--- src/rtl/dff_pkg.sv ---
// Shared types for the 4-bit D flip-flop stage, its elastic output buffer and the bench.
package dff_pkg;

    localparam int DFF_WIDTH  = 4;
    localparam int FIFO_DEPTH = 4;
    localparam int FIFO_PTR_W = $clog2(FIFO_DEPTH) + 1;

    typedef logic [DFF_WIDTH-1:0]  dff_word_t;
    typedef logic [FIFO_PTR_W-1:0] fifo_ptr_t;

endpackage

--- src/rtl/dff_q_fifo_ptr.sv ---
// Pointer, occupancy and flag logic for dff_q_fifo; pointers carry a wrap flag in the MSB.
module dff_q_fifo_ptr #(
    parameter int DEPTH = 4
) (
    input  logic                     clk,
    input  logic                     reset,
    input  logic                     clear,
    input  logic                     in_valid,
    input  logic                     out_ready,
    output logic [$clog2(DEPTH)-1:0] wr_idx,
    output logic [$clog2(DEPTH)-1:0] rd_idx,
    output logic                     push,
    output logic [$clog2(DEPTH):0]   count,
    output logic                     full,
    output logic                     empty
);

    localparam int AW = $clog2(DEPTH);

    logic [AW:0] wr_ptr;
    logic [AW:0] rd_ptr;
    logic        pop;

    assign empty  = (wr_ptr == rd_ptr);
    assign full   = (wr_ptr[AW-1:0] == rd_ptr[AW-1:0]) && (wr_ptr[AW] != rd_ptr[AW]);
    assign push   = in_valid & ~full;
    assign pop    = out_ready & ~empty;
    assign wr_idx = wr_ptr[AW-1:0];
    assign rd_idx = rd_ptr[AW-1:0];

    // Pointer difference modulo 2*DEPTH is exactly the occupancy, 0..DEPTH.
    assign count  = wr_ptr - rd_ptr;

    always_ff @(posedge clk or negedge reset) begin
        if (!reset) begin
            wr_ptr <= '0;
            rd_ptr <= '0;
        end else if (clear) begin
            wr_ptr <= '0;
            rd_ptr <= '0;
        end else begin
            if (push) begin
                wr_ptr <= wr_ptr + 1'b1;
            end
            if (pop) begin
                rd_ptr <= rd_ptr + 1'b1;
            end
        end
    end

endmodule

--- src/rtl/dff_q_fifo.sv ---
// Elastic show-ahead buffer behind the D flip-flop stage; drops on full are flagged via overflow.
module dff_q_fifo
    import dff_pkg::*;
#(
    parameter int WIDTH = DFF_WIDTH,
    parameter int DEPTH = FIFO_DEPTH
) (
    input  logic                   clk,
    input  logic                   reset,
    input  logic                   clear,
    input  logic [WIDTH-1:0]       in_data,
    input  logic                   in_valid,
    output logic                   in_ready,
    output logic [WIDTH-1:0]       out_data,
    output logic                   out_valid,
    input  logic                   out_ready,
    output logic [$clog2(DEPTH):0] count,
    output logic                   full,
    output logic                   empty,
    output logic                   overflow
);

    logic [WIDTH-1:0]         mem [DEPTH];
    logic [$clog2(DEPTH)-1:0] wr_idx;
    logic [$clog2(DEPTH)-1:0] rd_idx;
    logic                     push;

    dff_q_fifo_ptr #(
        .DEPTH (DEPTH)
    ) u_ptr (
        .clk       (clk),
        .reset     (reset),
        .clear     (clear),
        .in_valid  (in_valid),
        .out_ready (out_ready),
        .wr_idx    (wr_idx),
        .rd_idx    (rd_idx),
        .push      (push),
        .count     (count),
        .full      (full),
        .empty     (empty)
    );

    assign in_ready  = ~full;
    assign out_valid = ~empty;

    // Storage is not reset; an empty buffer presents zero instead of stale contents.
    assign out_data  = empty ? '0 : mem[rd_idx];

    always_ff @(posedge clk) begin
        if (push) begin
            mem[wr_idx] <= in_data;
        end
    end

    always_ff @(posedge clk or negedge reset) begin
        if (!reset) begin
            overflow <= 1'b0;
        end else begin
            overflow <= in_valid & full & ~clear;
        end
    end

endmodule

--- config.mk ---
export PLATFORM = sky130hd
export DESIGN_NAME = dff_q_fifo
export DESIGN_NICKNAME = d
export VERILOG_FILES = /design/src/rtl/dff_pkg.sv /design/src/rtl/dff_q_fifo_ptr.sv /design/src/rtl/dff_q_fifo.sv
export SDC_FILE = /design/constraint.sdc
export NUM_CORES = 1
export LEC_CHECK = 0
export ABC_AREA = 0
export BUFFER_PORTS_ARGS = -buffer_cell sky130_fd_sc_hd__buf_2
export CAP_MARGIN = 10
export CORE_MARGIN = 2
export CORE_UTILIZATION = 35
export DETAILED_ROUTE_END_ITERATION = 8
export SLEW_MARGIN = 20
export SYNTH_ARGS = -nofsm -noshare
export SYNTH_HDL_FRONTEND = slang
export SYNTH_HIERARCHICAL = 1
export SYNTH_SLANG_ARGS = --single-unit
--- constraint.sdc ---
create_clock -name clk -period 2.7 [get_ports clk]
set_input_delay 0.54 -clock clk [delete_from_list [all_inputs] [get_ports clk]]
set_output_delay 0.54 -clock clk [all_outputs]
set_load 0.005 [all_outputs]
==> Word-level counts from Yosys, hierarchy flattened <==
Memories as Yosys holds them, arrays and structs flattened.
Index checks and enable logic that the tools add are counted.
{ "totals": {"register_bits": 7, "ramBits": 16, "out_inout_bits": 12, "wordCells": 27, "n_memories": 1} }
{ "mem_list": {"columns": ["name", "depth", "width", "rd", "rd_clocked_by_memory_dff", "write_ports", "line", "source"], "rows": [
  ["mem", 4, 4, 1, 0, 1, "dff_q_fifo.sv:23", "logic [WIDTH-1:0] mem [DEPTH];"]
]} }
{ "op_classes": {"addsub": 3, "eq_ne": 3, "muxes": 7, "n_bitwise": 7, "n_reduce_logical": 3} }
{ "ops": {"columns": ["operator", "count"], "rows": [
  ["3-bit two-way mux", 4],
  ["3-bit by 1-bit adder with 3-bit output (second input constant)", 2],
  ["1-bit bitwise AND", 4],
  ["4-bit two-way mux", 1],
  ["2-bit nonzero test", 2],
  ["3-bit == test", 1],
  ["1-bit inverter", 3],
  ["3-bit subtractor", 1],
  ["2-bit == test", 1],
  ["1-bit two-way mux", 2],
  ["1-bit logical AND", 1],
  ["1-bit != test", 1]
]} }

==> Depth between registers and ports, before layout <==
Gate-level depths: netlist (run 1).
{ "depth": {"depth_word": 6, "ltp_mapped": 7, "mapped_depth_nobuf": 7} }

==> Cells and area by module <==
The synthesis (run 1) kept the hierarchy.
{ "modules_own_cells": {"columns": ["mod", "instances", "cells_each", "area_each_um2", "seq_area_each_um2"], "rows": [
  ["dff_q_fifo", 1, 34, 680.7, 505.5],
  ["dff_q_fifo_ptr", 1, 59, 531.8, 150.1]
]} }

==> Worst setup path after synthesis (run 1) <==
OpenSTA, ideal clock, no wires.
{ "synth_timing": {"path_type": "register to register", "from": "reg u_ptr.rd_ptr[1]", "to": "mem mem[0][0] in the netlist's numbering, enable pin", "arrival_time_ps": 1711, "required_ps": 2333, "setup_slack_ps": 623, "path_stages_with_launch": 7, "path_buffers": 0, "synth_period_minus_slack_ps": 2077, "cell_sequence": "dfrtp_1 inv_1 ha_1 nand2_1 nor2_1 nor2b_1 nor3b_1"} }
{ "synth_via": {"elab_chain_len": 6} }
{ "synth_lines": {"columns": ["item", "line", "source"], "rows": [
  ["from (decl)", "dff_q_fifo_ptr.sv:21", "logic [AW:0] rd_ptr;"],
  ["from (signal assigned)", "dff_q_fifo_ptr.sv:46", "rd_ptr <= rd_ptr + 1'b1;"],
  ["2-bit == test", "dff_q_fifo_ptr.sv:25", "assign full = (wr_ptr[AW-1:0] == rd_ptr[AW-1:0]) && (wr_ptr[AW] != rd_ptr[AW]);"],
  ["1-bit logical AND", "dff_q_fifo_ptr.sv:25", null],
  ["named net full", "dff_q_fifo.sv:18", "output logic full,"],
  ["1-bit inverter", "dff_q_fifo_ptr.sv:26", "assign push = in_valid & ~full;"],
  ["1-bit bitwise AND", "dff_q_fifo_ptr.sv:26", null],
  ["named net push", "dff_q_fifo.sv:26", "logic push;"],
  ["1-bit two-way mux", "dff_q_fifo.sv:51", "if (push) begin"],
  ["1-bit two-way mux (implied by the code)", "dff_q_fifo.sv:52", "mem[wr_idx] <= in_data;"],
  ["to (decl)", "dff_q_fifo.sv:23", null]
]} }
The timed path passes the listed nets, and every way through them passes these cells.

==> Worst setup path after layout (run 1) <==
{ "layout_timing": {"from": "reg u_ptr.wr_ptr[0]", "to": "out out_data[1]"} }
{ "layout_via": {"elab_chain_len": 2} }
{ "layout_lines": {"columns": ["item", "line", "source"], "rows": [
  ["from (decl)", "dff_q_fifo_ptr.sv:20", "logic [AW:0] wr_ptr;"],
  ["from (signal assigned)", "dff_q_fifo_ptr.sv:43", "wr_ptr <= wr_ptr + 1'b1;"],
  ["3-bit == test", "dff_q_fifo_ptr.sv:24", "assign empty = (wr_ptr == rd_ptr);"],
  ["4-bit two-way mux", "dff_q_fifo.sv:48", "assign out_data = empty ? '0 : mem[rd_idx];"],
  ["to (decl)", "dff_q_fifo.sv:14", "output logic [WIDTH-1:0] out_data,"]
]} }
No other way between the ends.

==> reports/qor.yml, run 1 <==
floorplanning:
  die_h_um: 62.9
  core_um2: 3340
  io_pins: 21
  die_area_um2: 3950
  dieWidth_um: 62.9
  row_count: 21
  start_util_pct: 36.3
logic_synthesis:
  synth_area_leader_cell: "edfxtp_1"
  synth_edf_count: 16
  synthTopCellsByArea: "edfxtp_1, dfrtp_1, mux4_1"
  ys.flop_type: "edfxtp_1"
  synth-compound-area-share_pct: 5.57
  synth_seq_cells: 23
  syn_area_um2: 1210
  netlist_top_cells_count: "edfxtp_1, dfrtp_1, inv_1, nand2_1, nor2_1"
  syn_inst: 93
  synth.avg_cell_area_um2: 13.0
  synthDistinctLibCells: 31
  yosys.area_share.simple_pct: 17.6
  synth.yosys.seq_area_share_pct: 54.1
  syn_nets: 107
  synth_top_family_by_area: "simple AND/OR/NAND/NOR gates"
  synthArstFlopShare_pct: 30.4
  synthAdderAreaFrac_pct: 5.78
  yosysWarningCount: 6
  synth_most_common_cell: "edfxtp_1"
  synth_xor_area_share_pct: 2.06
  synthMuxAreaShare_pct: 9.60
  yosys.area.top_type_share_pct: 39.6
sta:
  skew_ns: 0.00444
  worstMarginPinSlew_ns: 0.514
  slew_headroom_pct: 65.6
  hold_slack_ns: 0.0453
  setup_violations: 0
  rsz0062_at_grt: "false"
  setup_ws_ns: 0.215
  finalCritPeriodShare_pct: 92.0
  timing.final.max_slew_violations: 0
  hold_viol_final: 0
  setup_tns_ns: 0
  fmax_mhz: 402
  finalCriticalPeriod_ns: 2.48
final_layout:
  register_area_um2: 657
  final_nets: 128
  num-fill-cells: 325
  final_cells: 159
  drive_above_1_share_pct: 26.5
  syn_to_final_growth_pct: 13.9
  final_area_um2: 1380
  utilization_pct: 41.4
  multiInputGateArea_um2: 495
  diodes: 0
flow_run:
  maxCapViolCount: 0
placed_design:
  place_congestion: 0.703
  place_area_um2: 1350
  dp.cells: 155
  port_buffers: 20
  pre_cts_ws_ns: 0.332
  hpwlAfterDp_mm: 1.64
pwr:
  leakage_nw: 0.550
  powerDensity_nw_per_um2: 998
  vdd_drop_max_mv: 0.246
  finalPower_mw: 1.38
global_route:
  gr-total-overflow: 0
  grt-busiest-layer: "met2"
  gr-usage-all-layers_pct: 12.2
  grt_max_degree: 18
  grt_pass1_vias: 816
  grt_pass1_wl_mm: 3.77
  grtUsageMet1_pct: 15.8
  gr-usage-met3_pct: 2.16
  antenna_found_initial: 0
  use_met2_pct: 20.2
clock_tree:
  clock_path_buffers: 2
  clockRootBuffer: "clkbuf_4"
  clkTransAtPathRegs_ns: 0.13
  cts_tree: "yes"
  clock_latency_ns: 0.31
  cts_buffers: 3
  cts-htree-levels: 1
  clock-sinks: 23
  hold_buffers: 0
worst_setup_path:
  critPathMaxFanout: 10
  start_kind: "register"
  crit_buf_inv: 3
  path_cells: "inv_1, ha_1, nand2_2, nor2b_1, inv_1, and2_1, buf_2"
  crit_top_cell: "inv_1"
  worstSetupPathType: "register to output port"
  endpoint_kind: "output port"
  critPathSlowestCell: "dfrtp_1"
  required_ns: 2.16
  critPathArrivalTime_ns: 1.94
  critical_path.max_stage_delay_ns: 0.47
  path_delay_family: "simple AND/OR/NAND/NOR gates"
detailed_routing:
  routed_wl_mm: 2.23
  wl_per_cell_um: 14.0
  first_pass_iters: 4
  drtAntennaViolNets: 0
  drc: 0
  vias_per_cell: 4.87
  drt_iter0_drc: 18
  dr_total_vias: 774
hold_path:
  hold_class: "input pin to async pin"
status:
  status: "complete, no violations"
-- placed cells by master, fill, tap and decap left out, types with 2 or more instances in the layout --
cell       n
nand4b_1   4
nor2_1     5
edfxtp_1  16
nor2b_1    2
buf_4      2
nand3_1    2
a31oi_1    3
clkbuf_4   3
buf_2     20
and2_1     4
ha_1       4
nor3b_1    3
a21oi_1    3
or4_1      2
nand2_1    5
inv_1      7
and3_1     2
mux4_1     4
dfrtp_1    6
-- flip-flops by register name, indices dropped and copies added (netlist names) --
register      flops
mem              16
u_ptr/wr_ptr      3
u_ptr/rd_ptr      3
overflow          1
-- final cells by class --
type,count,area share (%)
Sequential cell,23,47.6
Multi-Input combinational cell,57,35.9
Timing Repair Buffer,22,8.33
Tap cell,46,4.17
Inverter,7,1.90
Clock buffer,3,1.63
Clock inverter,1,0.543
-- report_power, final --
| part | total (mW) | switching [mW] | internal [mW] |
|---|---|---|---|
| Clock | 0.163 | 0.107 | 0.0563 |
| Combinational | 0.707 | 0.367 | 0.340 |
| Sequential | 0.509 | 0.0571 | 0.452 |
| Total | 1.38 | 0.531 | 0.848 |
-- worst paths after layout --
check | startpoint | endpoint | slack (ns) | cells past startpoint
min | reset | u_ptr/rd_ptr[2] | 0.05 | 1
min in group clk | in_data[1] | mem[0][1] | 0.43 | 1
max reg2reg | u_ptr/wr_ptr[0] | mem[1][2] | 0.52 | 7
max | u_ptr/wr_ptr[0] | out_data[1] | 0.22 | 7
min reg2reg | u_ptr/wr_ptr[2] | u_ptr/wr_ptr[2] | 0.62 | 2
max in group asynchronous | reset | u_ptr/rd_ptr[1] | 2.48 | 1
-- routing by layer --
| metal | part of all wire (%) | vias up | wire, µm |
|---|---|---|---|
| met3 | 3.3 | 2 | 73 |
| met5 | 0 | - | 0 |
| li1 | - | 388 | - |
| met2 | 48 | 14 | 1070 |
| met4 | 1.2 | 0 | 27 |
| met1 | 47 | 370 | 1050 |
-- repair_timing --
action	4_1_cts	5_1_grt
gates resized for setup	0	2
setup endpoints to repair	0	7
buffers inserted	0	0
-- cells by family (layout without fill, tap and decap cells) --
group | Yosys count | after routing
flip-flops | 23 | 23
adder cells (fa/ha/maj) | 5 | 5
AO/OA/AOI/OAI | 10 | 10
buffers and inverters | 13 | 33
XOR/XNOR | 2 | 2
AND/OR/NAND/NOR | 35 | 35
multiplexers | 5 | 5
(Power assumes the default switching activity.)
==> inputs of run 2 (changes only) <==
--- a/config.mk
+++ b/config.mk
@@ -14,5 +14,4 @@
 export SLEW_MARGIN = 20
 export SYNTH_ARGS = -nofsm -noshare
 export SYNTH_HDL_FRONTEND = slang
-export SYNTH_HIERARCHICAL = 1
 export SYNTH_SLANG_ARGS = --single-unit
==> reports/qor.yml, run 2 <==
worst_setup_path:
  worstSetupPathType: "register to output port"  # unchanged
  endpoint_kind: "output port"  # unchanged
  critPathArrivalTime_ns: 1.98  # was 1.94 ns
  rr_worst_depth: 5  # was 7
  rrSetupSlack_ns: 0.65  # was 0.52 ns
  start_kind: "register"  # unchanged
  critPathMaxFanout: 10  # unchanged
  required_ns: 2.16  # about the same
  rr_endpoint: "mem[2][1]"  # was mem[1][2]
  r2r-start: "u_ptr.wr_ptr[0]"  # was u_ptr/wr_ptr[0]
logic_synthesis:
  synth.avg_cell_area_um2: 13.3  # was 13.0 µm²
  syn_inst: 92  # was 93
  synthDistinctLibCells: 33  # was 31
  synth.yosys.seq_area_share_pct: 53.6  # was 54.1%
  synth_most_common_cell: "edfxtp_1"  # unchanged
  synth_seq_cells: 23  # unchanged
  netlist_top_cells_count: "edfxtp_1, dfrtp_1, ha_1, inv_1, and3_1"  # was edfxtp_1, dfrtp_1, inv_1, nand2_1, nor2_1
  synthArstFlopShare_pct: 30.4  # unchanged
  ys.flop_type: "edfxtp_1"  # unchanged
  yosys.area_share.simple_pct: 17.3  # was 17.6%
  yosysWarningCount: 0  # was 6
  syn_nets: 109  # was 107
  synth_top_family_by_area: "simple AND/OR/NAND/NOR gates"  # unchanged
  synth_edf_count: 16  # unchanged
  yosys.area.top_type_share_pct: 39.3  # was 39.6%
  synthAdderAreaFrac_pct: 8.80  # was 5.78%
  syn_area_um2: 1220  # was 1210 µm²
  synth_area_leader_cell: "edfxtp_1"  # unchanged
  synth-compound-area-share_pct: 5.53  # was 5.57%
  synthTopCellsByArea: "edfxtp_1, dfrtp_1, mux4_2"  # was edfxtp_1, dfrtp_1, mux4_1
  synthMuxAreaShare_pct: 8.29  # was 9.60%
  synth_xor_area_share_pct: 2.05  # was 2.06%
hold_path:
  hold_class: "input pin to async pin"  # unchanged
placed_design:
  place_congestion: 0.709  # was 0.703
  hpwlAfterDp_mm: 1.74  # was 1.64 mm
  dp.cells: 155  # unchanged
  pre_cts_ws_ns: 0.489  # was 0.332 ns
  port_buffers: 20  # unchanged
  place_area_um2: 1370  # was 1350 µm²
sta:
  worstMarginPinSlew_ns: 0.494  # was 0.514 ns
  timing.final.max_slew_violations: 0  # unchanged
  hold_slack_ns: 0.0430  # was 0.0453 ns
  finalCriticalPeriod_ns: 2.52  # was 2.48 ns
  hold_viol_final: 0  # unchanged
  finalCritPeriodShare_pct: 93.5  # was 92.0%
  slew_headroom_pct: 66.9  # was 65.6%
  setup_ws_ns: 0.176  # was 0.215 ns
  skew_ns: 0.00279  # was 0.00444 ns
  setup_violations: 0  # unchanged
  rsz0062_at_grt: "false"  # unchanged
  fmax_mhz: 396  # was 402 MHz
  setup_tns_ns: 0  # unchanged
global_route:
  gr-total-overflow: 0  # unchanged
  antenna_found_initial: 0  # unchanged
  grt_pass1_wl_mm: 3.82  # was 3.77 mm
  gr-usage-all-layers_pct: 12.5  # was 12.2%
  grt_max_degree: 18  # unchanged
  grt_pass1_vias: 771  # was 816
final_layout:
  mostFrequentLayoutCells: "buf_2, edfxtp_1, inv_1, ha_1, dfrtp_1"  # was buf_2, edfxtp_1, inv_1
  utilization_pct: 41.9  # was 41.4%
  final_common_cell: "buf_2"  # unchanged
  drive_above_1_share_pct: 30.1  # was 26.5%
  largest_reg_flops: 16  # unchanged
  num-fill-cells: 324  # was 325
  largest-register: "mem"  # unchanged
  register_area_um2: 656  # was 657 µm²
  multiInputGateArea_um2: 514  # was 495 µm²
  syn_to_final_growth_pct: 14.4  # was 13.9%
  diodes: 0  # unchanged
  final_nets: 131  # was 128
  final_area_um2: 1400  # was 1380 µm²
  final_cells: 159  # unchanged
  top_regs: "mem (16), u_ptr.rd_ptr (3), u_ptr.wr_ptr (3)"  # was mem (16), u_ptr/rd_ptr (3), u_ptr/wr_ptr (3)
floorplanning:
  core_um2: 3340  # unchanged
  start_util_pct: 36.6  # was 36.3%
  io_pins: 21  # unchanged
  dieWidth_um: 63.1  # was 62.9 µm
  die_area_um2: 3980  # was 3950 µm²
  row_count: 21  # unchanged
  die_h_um: 63.1  # was 62.9 µm
pwr:
  powerDensity_nw_per_um2: 1010  # was 998 nW/µm²
  leakage_nw: 0.569  # was 0.550 nW
  vdd_drop_max_mv: 0.291  # was 0.246 mV
  finalPower_mw: 1.41  # was 1.38 mW
clock_tree:
  clockRootBuffer: "clkbuf_4"  # unchanged
  hold_buffers: 0  # unchanged
  clkTransAtPathRegs_ns: 0.13  # about the same
  post_cts_buffers: 0  # unchanged
  clock_path_buffers: 2  # unchanged
  cts_tree: "yes"  # unchanged
  cts_buffers: 3  # unchanged
  clock-sinks: 23  # unchanged
  clock_latency_ns: 0.30  # was 0.31 ns
  cts-htree-levels: 1  # unchanged
detailed_routing:
  drtAntennaViolNets: 0  # unchanged
  wl_per_cell_um: 14.4  # was 14.0 µm
  routed_wl_mm: 2.29  # was 2.23 mm
  drc: 0  # unchanged
  vias_per_cell: 5.03  # was 4.87
  dr_total_vias: 799  # was 774
  drt_iter0_drc: 30  # was 18
  first_pass_iters: 4  # unchanged
flow_run:
  maxCapViolCount: 0  # unchanged
status:
  status: "complete, no violations"  # unchanged
==> run 2: changes by cell type in the layout (fill, tap and decap cells not counted), moves of 2 or more <==
cell,delta
and2_1,-4
and3_1,+3
ha_1,+3
mux4_1,-4
mux4_2,+4
nor2_1,-3
nor2b_1,+2
==> run 2: cells by family (layout without fill, tap and decap cells) <==
kind of cell | count (synthesis) | count (layout)
compound gates | 10 | 10
xor+xnor | 2 | 2
mux | 5 | 5
simple gates | 32 | 32
buf+inv | 12 | 33
fa+ha+maj | 8 | 8
flops | 23 | 23
==> run 2: layer usage <==
| metal | global-route usage [%] | up-vias | wire length (µm) |
|---|---|---|---|
| met1 | 16.3 | 387 | 1020 |
| met5 | 0 | - | 0 |
| met2 | 21.8 | 19 | 1190 |
| met3 | 0.536 | 2 | 60 |
| met4 | 5.00 | 0 | 21 |
| li1 | - | 391 | - |
==> run 2: cell type report <==
class                           instances  area share [%]
Tap cell                               46            4.11
Timing Repair Buffer                   22            8.23
Multi-Input combinational cell         57            36.8
Sequential cell                        23            46.9
Clock inverter                          1           0.537
Inverter                                7            1.88
Clock buffer                            3            1.61
==> run 2: timing repair <==
action	CTS	global route
endpoints found under the hold margin	0	0
gates resized for setup	0	1
setup endpoints to repair	0	5
==> run 2: report_power, final <==
part,total [mW],switching (mW),internal [mW],leakage (nW)
Combinational,0.761,0.405,0.356,0.313
Clock,0.162,0.105,0.0563,0.0139
Sequential,0.486,0.0356,0.451,0.242
==> run 2: how the worst max path moves through the flow <==
stage / to / slack [ns] / from
5_1_grt: out_data[0] / 0.003 / u_ptr.wr_ptr[0]
3_3_place_gp: out_data[2] / 0.55 / u_ptr.wr_ptr[0]
4_1_cts: out_data[2] / 0.12 / u_ptr.wr_ptr[0]
2_1_floorplan: out_data[0] / 0.69 / u_ptr.rd_ptr[1]
6_report: out_data[2] / 0.18 / u_ptr.wr_ptr[0]
3_5_place_dp: out_data[2] / 0.49 / u_ptr.wr_ptr[0]
==> run 2: critical path, cell delays in order, from the launching register on <==
cell	delay (ns)
dfrtp_1	0.42
inv_1	0.11
ha_1	0.35
nand2_1	0.27
and2b_2	0.31
nor2b_1	0.11
buf_2	0.11
==> inputs of run 3 (changes only) <==
--- a/config.mk
+++ b/config.mk
@@ -11,6 +11,8 @@
 export CORE_MARGIN = 2
 export CORE_UTILIZATION = 35
 export DETAILED_ROUTE_END_ITERATION = 8
+export PLACE_DENSITY = 0.51
+export REMOVE_ABC_BUFFERS = 1
 export SLEW_MARGIN = 20
 export SYNTH_ARGS = -nofsm -noshare
 export SYNTH_HDL_FRONTEND = slang
==> reports/qor.yml, run 3 (synthesis results as in run 2) <==
sta:
  setup_violations: 0  # unchanged
  setup_ws_ns: 0.235  # was 0.176 ns
  finalCritPeriodShare_pct: 91.3  # was 93.5%
  timing.final.max_slew_violations: 0  # unchanged
  finalCriticalPeriod_ns: 2.46  # was 2.52 ns
  setup_tns_ns: 0  # unchanged
  skew_ns: 0.00550  # was 0.00279 ns
  slew_headroom_pct: 67.7  # was 66.9%
  rsz0062_at_grt: "false"  # unchanged
  hold_viol_final: 0  # unchanged
  worstMarginPinSlew_ns: 0.482  # was 0.494 ns
  fmax_mhz: 406  # was 396 MHz
global_route:
  antenna_found_initial: 0  # unchanged
  grt_pass1_wl_mm: 3.91  # was 3.82 mm
  gr-total-overflow: 0  # unchanged
  grt_max_degree: 18  # unchanged
  gr-usage-all-layers_pct: 13.0  # was 12.5%
  grt_pass1_vias: 799  # was 771
floorplanning:
  io_pins: 21  # unchanged
  dieWidth_um: 63.1  # unchanged
  row_count: 21  # unchanged
  die_h_um: 63.1  # unchanged
  core_um2: 3340  # unchanged
  die_area_um2: 3980  # unchanged
  start_util_pct: 36.6  # unchanged
clock_tree:
  clock-sinks: 23  # unchanged
  cts_buffers: 3  # unchanged
  cts-htree-levels: 1  # unchanged
  clock_path_buffers: 2  # unchanged
  clockRootBuffer: "clkbuf_4"  # unchanged
  cts_tree: "yes"  # unchanged
  post_cts_buffers: 0  # unchanged
  clkTransAtPathRegs_ns: 0.14  # was 0.13 ns
  clock_latency_ns: 0.32  # was 0.30 ns
final_layout:
  top_regs: "mem (16), u_ptr.rd_ptr (3), u_ptr.wr_ptr (3)"  # unchanged
  final_common_cell: "buf_2"  # unchanged
  largest-register: "mem"  # unchanged
  diodes: 0  # unchanged
  drive_above_1_share_pct: 31.0  # was 30.1%
  mostFrequentLayoutCells: "buf_2, edfxtp_1, inv_1, ha_1, dfrtp_1"  # unchanged
  largest_reg_flops: 16  # unchanged
  final_nets: 131  # unchanged
  syn_to_final_growth_pct: 14.6  # was 14.4%
pwr:
  powerDensity_nw_per_um2: 1010  # about the same
  vdd_drop_max_mv: 0.274  # was 0.291 mV
  leakage_nw: 0.569  # about the same
worst_setup_path:
  endpoint_kind: "output port"  # unchanged
  critPathArrivalTime_ns: 1.92  # was 1.98 ns
  critPathMaxFanout: 10  # unchanged
  start_kind: "register"  # unchanged
  required_ns: 2.16  # about the same
  worstSetupPathType: "register to output port"  # unchanged
flow_run:
  maxCapViolCount: 0  # unchanged
detailed_routing:
  first_pass_iters: 4  # unchanged
  dr_total_vias: 772  # was 799
  vias_per_cell: 4.86  # was 5.03
  drc: 0  # unchanged
  wl_per_cell_um: 14.6  # was 14.4 µm
  drt_iter0_drc: 13  # was 30
  drtAntennaViolNets: 0  # unchanged
  routed_wl_mm: 2.33  # was 2.29 mm
placed_design:
  place_congestion: 0.735  # was 0.709
  hpwlAfterDp_mm: 1.69  # was 1.74 mm
  pre_cts_ws_ns: 0.487  # was 0.489 ns
  port_buffers: 20  # unchanged
hold_path:
  hold_class: "input pin to async pin"  # unchanged
status:
  status: "complete, no violations"  # unchanged
==> run 3: changes by cell type in the layout (fill, tap and decap cells not counted) <==
cell / change
nand2_2: +1
nand2_1: -1
==> run 3: timing repair <==
| item | in CTS | in global routing |
|---|---|---|
| gates resized for setup | 0 | 2 |
| endpoints found under the setup margin | 0 | 5 |
| hold buffers | 0 | 0 |
==> run 3: per-layer routing <==
metal	part of all wire, %	routed length (µm)	GRT usage, %	vias to the layer above
li1	-	-	-	391
met1	52	1200	18.5	360
met2	43	1010	19.1	17
met3	3.3	77	2.14	4
met4	1.8	42	6.67	0
met5	0	0	0	-
==> run 3: where the power goes <==
part | switching [mW] | internal (mW) | leakage (nW) | total [mW]
combinational | 0.406 | 0.359 | 0.313 | 0.765
clock | 0.112 | 0.0566 | 0.0139 | 0.169
sequential | 0.0360 | 0.450 | 0.242 | 0.487
total | 0.554 | 0.866 | 0.569 | 1.42
==> run 3: critical path: stages, from the launching register on <==
cell     delay (ns)
dfrtp_1        0.43
inv_1          0.11
ha_1           0.36
nand2_2        0.19
and2b_2        0.29
nor2b_1        0.12
buf_2          0.12
==> run 3: layout make-up <==
| cell class | instances | area [µm²] |
|---|---|---|
| clock buffers | 3 | 22.5 |
| clock inverters | 1 | 7.51 |
| fillers | 328 | 1940 |
| inverters | 7 | 26.3 |
| multi-input cells | 57 | 517 |
| flip-flops and latches | 23 | 656 |
| well taps | 46 | 57.6 |
| repair buffers | 22 | 115 |
==> run 3: worst paths after layout <==
check,start,to,slack [ns],cells past startpoint
max in group asynchronous,reset,overflow,2.52,1
min reg2reg,u_ptr.wr_ptr[2],u_ptr.wr_ptr[2],0.61,2
min,reset,u_ptr.rd_ptr[0],0.02,1
max,u_ptr.wr_ptr[0],out_data[1],0.24,6
max reg2reg,u_ptr.wr_ptr[0],mem[1][0],0.74,5
min in group clk,in_data[2],mem[1][2],0.43,1
==> run 3: stage by stage <==
stage	instance area, µm²	utilization (%)	power [mW]	instances	hold WS [ns]
after global routing	1400	42.0	1.55	159	0.0250
final	1400	42.0	1.42	159	0.0217
after global placement	1370	41.0	1.25	155	0.392
after detailed placement	1370	41.0	1.26	155	0.393
after CTS	1400	41.9	1.43	159	0.0223
after floorplan	1190	-	0.964	87	0.244
